--- src/rtl/dmem_arbiter.sv ---
// Two-port round-robin arbiter/sequencer for a word-wide synchronous-read data RAM.
// Performs aligned byte/half/word accesses; sub-word stores are read-modify-write.
module dmem_arbiter #(
  parameter int DATA_WIDTH = 32,
  parameter int ADDR_WIDTH = 32
) (
  input  logic                       clk,
  input  logic                       rst_n,
  input  logic [1:0]                 req_i,
  input  logic [1:0]                 we_i,
  input  logic [1:0][1:0]            size_i,
  input  logic [1:0]                 uns_i,
  input  logic [1:0][ADDR_WIDTH-1:0] addr_i,
  input  logic [1:0][DATA_WIDTH-1:0] wdata_i,
  output logic [1:0]                 ack_o,
  output logic [1:0]                 err_o,
  output logic [DATA_WIDTH-1:0]      rdata_o,
  output logic                       busy_o,
  output logic                       mem_we,
  output logic [ADDR_WIDTH-1:0]      mem_a,
  output logic [DATA_WIDTH-1:0]      mem_wd,
  input  logic [DATA_WIDTH-1:0]      mem_rd
);

  localparam int SW = $clog2(DATA_WIDTH);

  typedef enum logic [2:0] {IDLE, WR, RD, RESP, MERGE, ERR} state_t;

  state_t                state, state_nx;
  logic                  port_q, we_q, uns_q, rr;
  logic [1:0]            size_q;
  logic [ADDR_WIDTH-1:0] addr_q;
  logic [DATA_WIDTH-1:0] wdata_q;

  logic                  gnt_port, gnt_ok;
  logic [1:0]            gnt_size;
  logic [ADDR_WIDTH-1:0] gnt_addr;
  logic [SW-1:0]         shamt;
  logic [DATA_WIDTH-1:0] shifted, mask, merged, extracted;
  logic [1:0]            port_hot;

  // On a tie the port not named by rr wins.
  assign gnt_port = (req_i == 2'b11) ? ~rr : req_i[1];
  assign gnt_size = size_i[gnt_port];
  assign gnt_addr = addr_i[gnt_port];

  always_comb begin
    gnt_ok = 1'b0;
    case (gnt_size)
      2'b00:   gnt_ok = 1'b1;
      2'b01:   gnt_ok = ~gnt_addr[0];
      2'b10:   gnt_ok = (gnt_addr[1:0] == 2'b00);
      default: gnt_ok = 1'b0;
    endcase
  end

  always_ff @(posedge clk or negedge rst_n) begin
    if (!rst_n) begin
      state   <= IDLE;
      rr      <= 1'b1;
      port_q  <= 1'b0;
      we_q    <= 1'b0;
      uns_q   <= 1'b0;
      size_q  <= '0;
      addr_q  <= '0;
      wdata_q <= '0;
    end else begin
      state <= state_nx;
      if (state == IDLE && req_i != 2'b00) begin
        rr      <= gnt_port;
        port_q  <= gnt_port;
        we_q    <= we_i[gnt_port];
        uns_q   <= uns_i[gnt_port];
        size_q  <= gnt_size;
        addr_q  <= gnt_addr;
        wdata_q <= wdata_i[gnt_port];
      end
    end
  end

  // Lane offset in bits: byte -> addr[1:0]*8, half -> addr[1]*16.
  assign shamt = (size_q == 2'b01) ? SW'({addr_q[1], 4'b0000}) : SW'({addr_q[1:0], 3'b000});
  assign shifted = mem_rd >> shamt;
  assign mask = (size_q == 2'b01) ? (DATA_WIDTH'(16'hFFFF) << shamt)
                                  : (DATA_WIDTH'(8'hFF) << shamt);
  assign merged = (mem_rd & ~mask) | ((wdata_q << shamt) & mask);
  assign port_hot = port_q ? 2'b10 : 2'b01;

  always_comb begin
    extracted = mem_rd;
    case (size_q)
      2'b00: extracted = uns_q ? {{(DATA_WIDTH-8){1'b0}}, shifted[7:0]}
                               : {{(DATA_WIDTH-8){shifted[7]}}, shifted[7:0]};
      2'b01: extracted = uns_q ? {{(DATA_WIDTH-16){1'b0}}, shifted[15:0]}
                               : {{(DATA_WIDTH-16){shifted[15]}}, shifted[15:0]};
      default: extracted = mem_rd;
    endcase
  end

  always_comb begin
    state_nx = state;
    ack_o    = '0;
    err_o    = '0;
    rdata_o  = '0;
    mem_we   = 1'b0;
    mem_wd   = '0;
    mem_a    = {addr_q[ADDR_WIDTH-1:2], 2'b00};
    busy_o   = (state != IDLE);
    case (state)
      IDLE: begin
        if (req_i != 2'b00) begin
          if (!gnt_ok)
            state_nx = ERR;
          else if (we_i[gnt_port] && gnt_size == 2'b10)
            state_nx = WR;
          else
            state_nx = RD;
        end
      end
      WR: begin
        mem_we   = 1'b1;
        mem_wd   = wdata_q;
        ack_o    = port_hot;
        state_nx = IDLE;
      end
      RD: state_nx = we_q ? MERGE : RESP;
      RESP: begin
        ack_o    = port_hot;
        rdata_o  = extracted;
        state_nx = IDLE;
      end
      MERGE: begin
        mem_we   = 1'b1;
        mem_wd   = merged;
        ack_o    = port_hot;
        state_nx = IDLE;
      end
      ERR: begin
        ack_o    = port_hot;
        err_o    = port_hot;
        state_nx = IDLE;
      end
      default: state_nx = IDLE;
    endcase
  end

endmodule

--- config.mk ---
export PLATFORM = sky130hd
export DESIGN_NAME = dmem_arbiter
export DESIGN_NICKNAME = d
export VERILOG_FILES = /design/src/rtl/dmem_arbiter.sv
export SDC_FILE = /design/constraint.sdc
export NUM_CORES = 1
export LEC_CHECK = 0
export CORE_ASPECT_RATIO = 0.75
export CORE_MARGIN = 3
export CORE_UTILIZATION = 35
export CTS_CLUSTER_SIZE = 10
export DETAILED_ROUTE_END_ITERATION = 16
export PLACE_DENSITY = 0.83
export SLEW_MARGIN = 20
export SYNTH_ARGS = -nofsm -noshare
export SYNTH_HDL_FRONTEND = slang
export SYNTH_SLANG_ARGS = --single-unit
--- constraint.sdc ---
create_clock -name clk -period 2.1 [get_ports clk]
set_input_delay 0.21 -clock clk [delete_from_list [all_inputs] [get_ports clk]]
set_output_delay 0.21 -clock clk [all_outputs]
set_load 0.02 [all_outputs]
# After elaboration in Yosys (flattened, before gate mapping)
# Cells that the tools add are included.
dict set report totals {
  regBits 73
  wordCells 67
}
dict set report op_classes {
  n_lt_le_gt_ge 1
  bitwise 6
  muxes 28
  n_reduce_logical 10
  n_eq_ne 10
  shift 4
}
# op n
set op_table {}
lappend op_table {{$mux 32} 8}
lappend op_table {{$pmux 32 s2} 2}
lappend op_table {{$and 32x32->32} 2}
lappend op_table {{$not 32->32} 1}
lappend op_table {{$or 32x32->32} 1}
lappend op_table {{$shl 16x5->32 const A} 1}
lappend op_table {{$shl 32x5->32} 1}
lappend op_table {{$shl 8x5->32 const A} 1}
lappend op_table {{$shr 32x5->16} 1}
lappend op_table {{$mux 2} 6}
lappend op_table {{$mux 3} 3}
lappend op_table {{$eq 3x2->1 const B} 2}
lappend op_table {{$eq 3x3->1 const B} 2}
lappend op_table {{$logic_not 2->1} 3}
lappend op_table {{$mux 1} 6}
lappend op_table {{$pmux 3 s2} 1}
lappend op_table {{$eq 2x1->1 const B} 2}
lappend op_table {{$eq 2x2->1 const B} 2}
lappend op_table {{$mux 4} 1}
lappend op_table {{$reduce_or 4->1} 1}
lappend op_table {{$eq 3x1->1 const B} 1}
lappend op_table {{$logic_not 3->1} 1}
lappend op_table {{$pmux 1 s3} 1}
lappend op_table {{$reduce_bool 3->1} 1}
lappend op_table {{6 further kinds} 8}

# Logic depth before layout (Yosys ltp)
dict set report depth {
  word_depth 10
  depth_mapped 7
  mapped_depth_nobuf 4
}

# Worst setup path after synthesis
# OpenSTA, ideal clock, no wires.
dict set report synth_path {
  path_kind {flip-flop to output port}
  start {reg size_q[1]}
  end {out mem_wd[14]}
  t_arrival_ps 1855
  path_stages_with_launch 8
  path_slack_ps 35
  path_buffers 3
  cell_sequence {dfrtp_1 buf_2 nand2b_1 buf_2 nand2_2 clkbuf_1 a211oi_1 o31ai_1}
}
dict set report synth_via {
  elab_chain_cells 8
}
# item line_no
set synth_rtl {}
lappend synth_rtl {{from (decl)} 31} ;# logic [1:0] size_q;
lappend synth_rtl {{from (signal assigned)} 74} ;# size_q <= gnt_size;
lappend synth_rtl {{$eq 2x1->1 (*)} {82, 84}}
lappend synth_rtl {{$mux 4} 82} ;# assign shamt = (size_q == 2'b01) ? SW'({addr_q[1], 4'b0000}) : SW'({addr_q[1:0], 3'b000});
lappend synth_rtl {{$shl 16x5->32 or $shl 8x5->32 (tied branches)} {84, 85}}
lappend synth_rtl {{$mux 32} 84} ;# assign mask = (size_q == 2'b01) ? (DATA_WIDTH'(16'hFFFF) << shamt)
lappend synth_rtl {{$not 32->32} 86} ;# assign merged = (mem_rd & ~mask) | ((wdata_q << shamt) & mask);
lappend synth_rtl {{$and 32x32->32} 86}
lappend synth_rtl {{$or 32x32->32 (*)} 86}
lappend synth_rtl {{$pmux 32 s2 (*)} 109} ;# case (state)
lappend synth_rtl {{to (decl)} 21} ;# output logic [DATA_WIDTH-1:0] mem_wd,
# Mark *: on every way between the ends. The rest lies on a longest branch, timed or not.

# Worst setup path after layout
dict set report layout_path {
  start {reg size_q[1]}
  end {out rdata_o[1]}
}
dict set report layout_via {
  elab_chain_cells 6
}
# item line_no
set layout_rtl {}
lappend layout_rtl {{$eq 2x1->1} {82, 91}}
lappend layout_rtl {{$mux 4} 82}
lappend layout_rtl {{$shr 32x5->16} 83} ;# assign shifted = mem_rd >> shamt;
lappend layout_rtl {{$mux 32 (on tied branches)} {94, 92}}
lappend layout_rtl {{$pmux 32 s2 (*)} 91} ;# case (size_q)
lappend layout_rtl {{$mux 32 (*)} 109}
lappend layout_rtl {{to (decl)} 17} ;# output logic [DATA_WIDTH-1:0] rdata_o,
# Marked as above.

==> results.md <==
* Status: finished, violations left
* Failing checks: hold timing, setup timing
* RSZ-0062 raised after global routing: yes
* Setup TNS at -3.47 ns
* Endpoints failing setup at 54
* Fillers at 1,083
* Synth Area in Compound Gates at 26.8%
* Initial antenna violation count at 0
* CTS root buf: clkbuf_16
* Ranking of synthesized cells by area: dfrtp_1 (33%), mux2i_1 (15%), a21oi_1 (8.5%), nor2_1 (6.2%), buf_4 (4.6%)
* Final Hold Fails at 8
* Count of warnings emitted by yosys at 0
* Worst Setup End Kind: output port
* Cts hold-fix bufs at 0
* Avg Vias per Cell at between 5 and 6
* Layout Skew at between 0.004 and 0.005 ns
* Core region area at 0.0148 mm^2
* Max Clock Freq at about 0.44 GHz
* Post-synthesis sequential area ratio at around a third
* Top cell type's share of synthesized area at about a third
* Number of global-route vias before repair at 6,621
* Die area at approximately 0.017 mm^2
* Number of synthesized flops with an enable pin at 0
* Setup CP Type: flop to output port
* Commonest register cell after synthesis: dfrtp_1
* Setup slack after layout at -0.148 ns
* Largest family of logic cells by synthesized area: compound AO/OA/AOI/OAI gates
* Post-Synth XOR/XNOR Area at 0%
* Cell taking the most area after synthesis: dfrtp_1
* Clock Pin Slew Worst Setup and Hold Paths at about 0.060 ns
* Die width at around 150 um
* Die span in y at 114 um
* Post-DP HPWL at ~18 mm
* Area Growth Syn to Fin at 90.1%
* MaxCap Viol Count at 0
* CTS max path bufs at 2
* Cell count after synthesis at 654
* Initial Utilization at between 30% and 40%
* DRT Pass-1 Iters at 7
* Skew-Pair Late Insertion Delay at between 0.3 and 0.4 ns
* Worst min path class: input port to asynchronous set/reset pin
* Final period util at 107%
* Max-slew violation count at 0
* FF-to-FF End: addr_q[17]$_DFFE_PN0P_
* Simple-Gate Fraction of Synth Area at 13.8%
* Worst flop-to-flop path startpoint: state[1]$_DFFE_PN0P_
* Routed Wire Length at 25.5 mm
* # diodes at 0
* Mapped Area at 0.00542 mm^2
* Vias at between 6,000 and 7,000
* Area occupied by multi-input gates at 0.00385 mm^2
* Largest net degree at the start of global routing at 64
* Post-DRT Antenna Nets at 0
* Initial DRC Count at approximately 830
* Fin crit period at roughly 2.2 ns
* Worst slack, placed at -0.307 ns
* Max_slew headroom at between 40% and 50%
* CTS Buf Count at 9
* Worst Hold Slack at -0.00580 ns
* First-pass GRT wire length at around 36 mm
* CTS Sinks at 73
* Post-Synth Adder-Cell Area at 0%
* Num rows at 38
* Fin nets at 1,162
* WP data required at 1.89 ns
* Static leakage at around 4.4 nW
* Crit Path Max Fanout at 8
* GRT Util Overall at 26.5%
* Avg Cell Area, Syn at between 8 and 9 um^2
* Arrival time at the worst endpoint at a little over 2 ns
* H-tree levels at 3
* Maximum resistive drop on vdd at around 0.6 mV
* Overflow after GRT at 0
* PD cells at about 1500 mW/mm^2
* GPL Wtd Cong at approximately 0.98
* Synth async-reset ratio at 100%
* Yosys cell types at 50
* CTS tree: built
* Startpoint types: flop
* Reg2reg path depth at 7
* I/O pin total at around 270
* Wire per inst at 21.3 um
* Share of post-route cells with drive strength above 1 at between 30 and 40%
* #FFs+latches synth at 73
* Flip-flop and latch area at around 0.0018 mm^2
* # DRC at 0
* # port buffers at roughly 270
* Post-synthesis mux area share at between 10% and 20%
* Worst-Margin Slew at 0.851 ns
* Worst reg2reg setup slack at between 0.2 and 0.25 ns
state kept, by name, summed over array words and instances (netlist names):
signal / count
addr_q: 32
wdata_q: 32
state: 3
size_q: 2
port_q: 1
rr: 1
uns_q: 1
we_q: 1
routing by layer:
metal	GRT usage (%)	share of wire [%]	vias up
li1	-	-	3042
met1	35.4	39	3277
met2	41.0	46	478
met3	9.25	11	102
met4	7.31	4.0	0
met5	0	0	-
cell usage after synthesis, types with 2 or more instances:
| cell | number |
|---|---|
| clkbuf_1 | 24 |
| and3_1 | 8 |
| nor3b_1 | 2 |
| inv_2 | 3 |
| o21ai_1 | 13 |
| buf_4 | 33 |
| o211a_1 | 7 |
| o21ai_0 | 31 |
| a22o_1 | 8 |
| o31ai_1 | 24 |
| nor2_1 | 89 |
| nand3b_1 | 2 |
| nand2_1 | 37 |
| nor3_1 | 2 |
| a211oi_1 | 18 |
| o211ai_1 | 2 |
| a31oi_1 | 17 |
| inv_1 | 5 |
| mux2i_1 | 83 |
| nor2b_1 | 5 |
| a221oi_1 | 7 |
| and4_1 | 7 |
| o22ai_1 | 7 |
| dfrtp_1 | 72 |
| nand3_1 | 3 |
| buf_2 | 30 |
| a21oi_1 | 92 |
metrics by stage:
stage	area (um^2)	cells	power, mW	utilization (%)
floorplan	5420	655	7.32	-
global placement	8810	1148	10.9	59.6
detailed placement	8810	1148	11.1	59.6
CTS	9430	1183	13.6	63.8
global route	10300	1195	16.2	69.7
finish	10300	1195	15.5	69.7
what timing repair did:
item,4_1_cts,5_1_grt
cloned,5,0
pin swaps,20,47
endpoints found under the setup margin,66,67
setup buffers,14,14
resized for setup,334,174
cells by family (layout without fill, tap and decap cells):
group                  after synthesis  count (layout)
other                                1               2
and+or+nand+nor                    165             165
DFF                                 73              73
AOI/OAI and AO/OA                  235             235
muxes                               85              85
buffers and inverters               95             435
cell usage in the layout, fill, tap and decap left out, types with 3 or more instances in the layout:
cell type        count
a211oi_1             5
a211oi_2            12
a21oi_1             80
a21oi_2              6
a21oi_4              6
a221oi_2             5
a22o_1               8
a31oi_1             10
a31oi_4              5
and3_4               6
and4_1               5
buf_12              12
buf_2               10
buf_4              116
buf_6               65
clkbuf_16            9
clkdlybuf4s50_1    201
dfrtp_1             69
dfrtp_2              3
dlymetal6s2s_1       3
inv_1                5
mux2i_1             77
mux2i_4              5
nand2_1             36
nor2_1              81
nor2_2               4
nor2_4               5
nor2b_4              3
o211a_1              7
o21ai_0             30
o21ai_1             11
o21ai_2              3
o22ai_2              3
o31ai_1              5
o31ai_2             10
o31ai_4             10
worst max-delay path, stage by stage (launching register included):
cell and delay [ns]:
dfrtp_1 0.42, nand2b_4 0.18, buf_12 0.16, buf_6 0.12, nand3_4 0.14, buf_4 0.14, o22ai_2 0.07, a221oi_2 0.28
buf_4 0.20
power by group:
part | switching, mW | internal [mW]
Sequential | 0.615 | 2.12
Clock | 0.592 | 1.08
Combinational | 5.92 | 5.17
Total | 7.13 | 8.37
cell type report:
cell class              count  area share, %
clock buffers              12           2.39
clock inverters             4          0.741
inverters                   8          0.340
multi-input cells         487           37.4
flip-flops and latches     73           17.8
well taps                 200           2.43
repair buffers            411           38.9
how the worst max path moves through the flow:
| stage | to | slack [ns] | from |
|---|---|---|---|
| 4_1_cts | mem_wd[17] | -0.15 | size_q[0]$_DFFE_PN0P_ |
| 3_5_place_dp | rdata_o[18] | -0.31 | mem_rd[15] |
| 5_1_grt | mem_wd[30] | -0.23 | addr_q[0]$_DFFE_PN0P_ |
| 6_report | rdata_o[1] | -0.15 | size_q[1]$_DFFE_PN0P_ |
| 2_1_floorplan | mem_wd[14] | 0.04 | size_q[1]$_DFFE_PN0P_ |
| 3_3_place_gp | mem_wd[11] | -0.26 | size_q[1]$_DFFE_PN0P_ |
(Power assumes the default switching activity.)
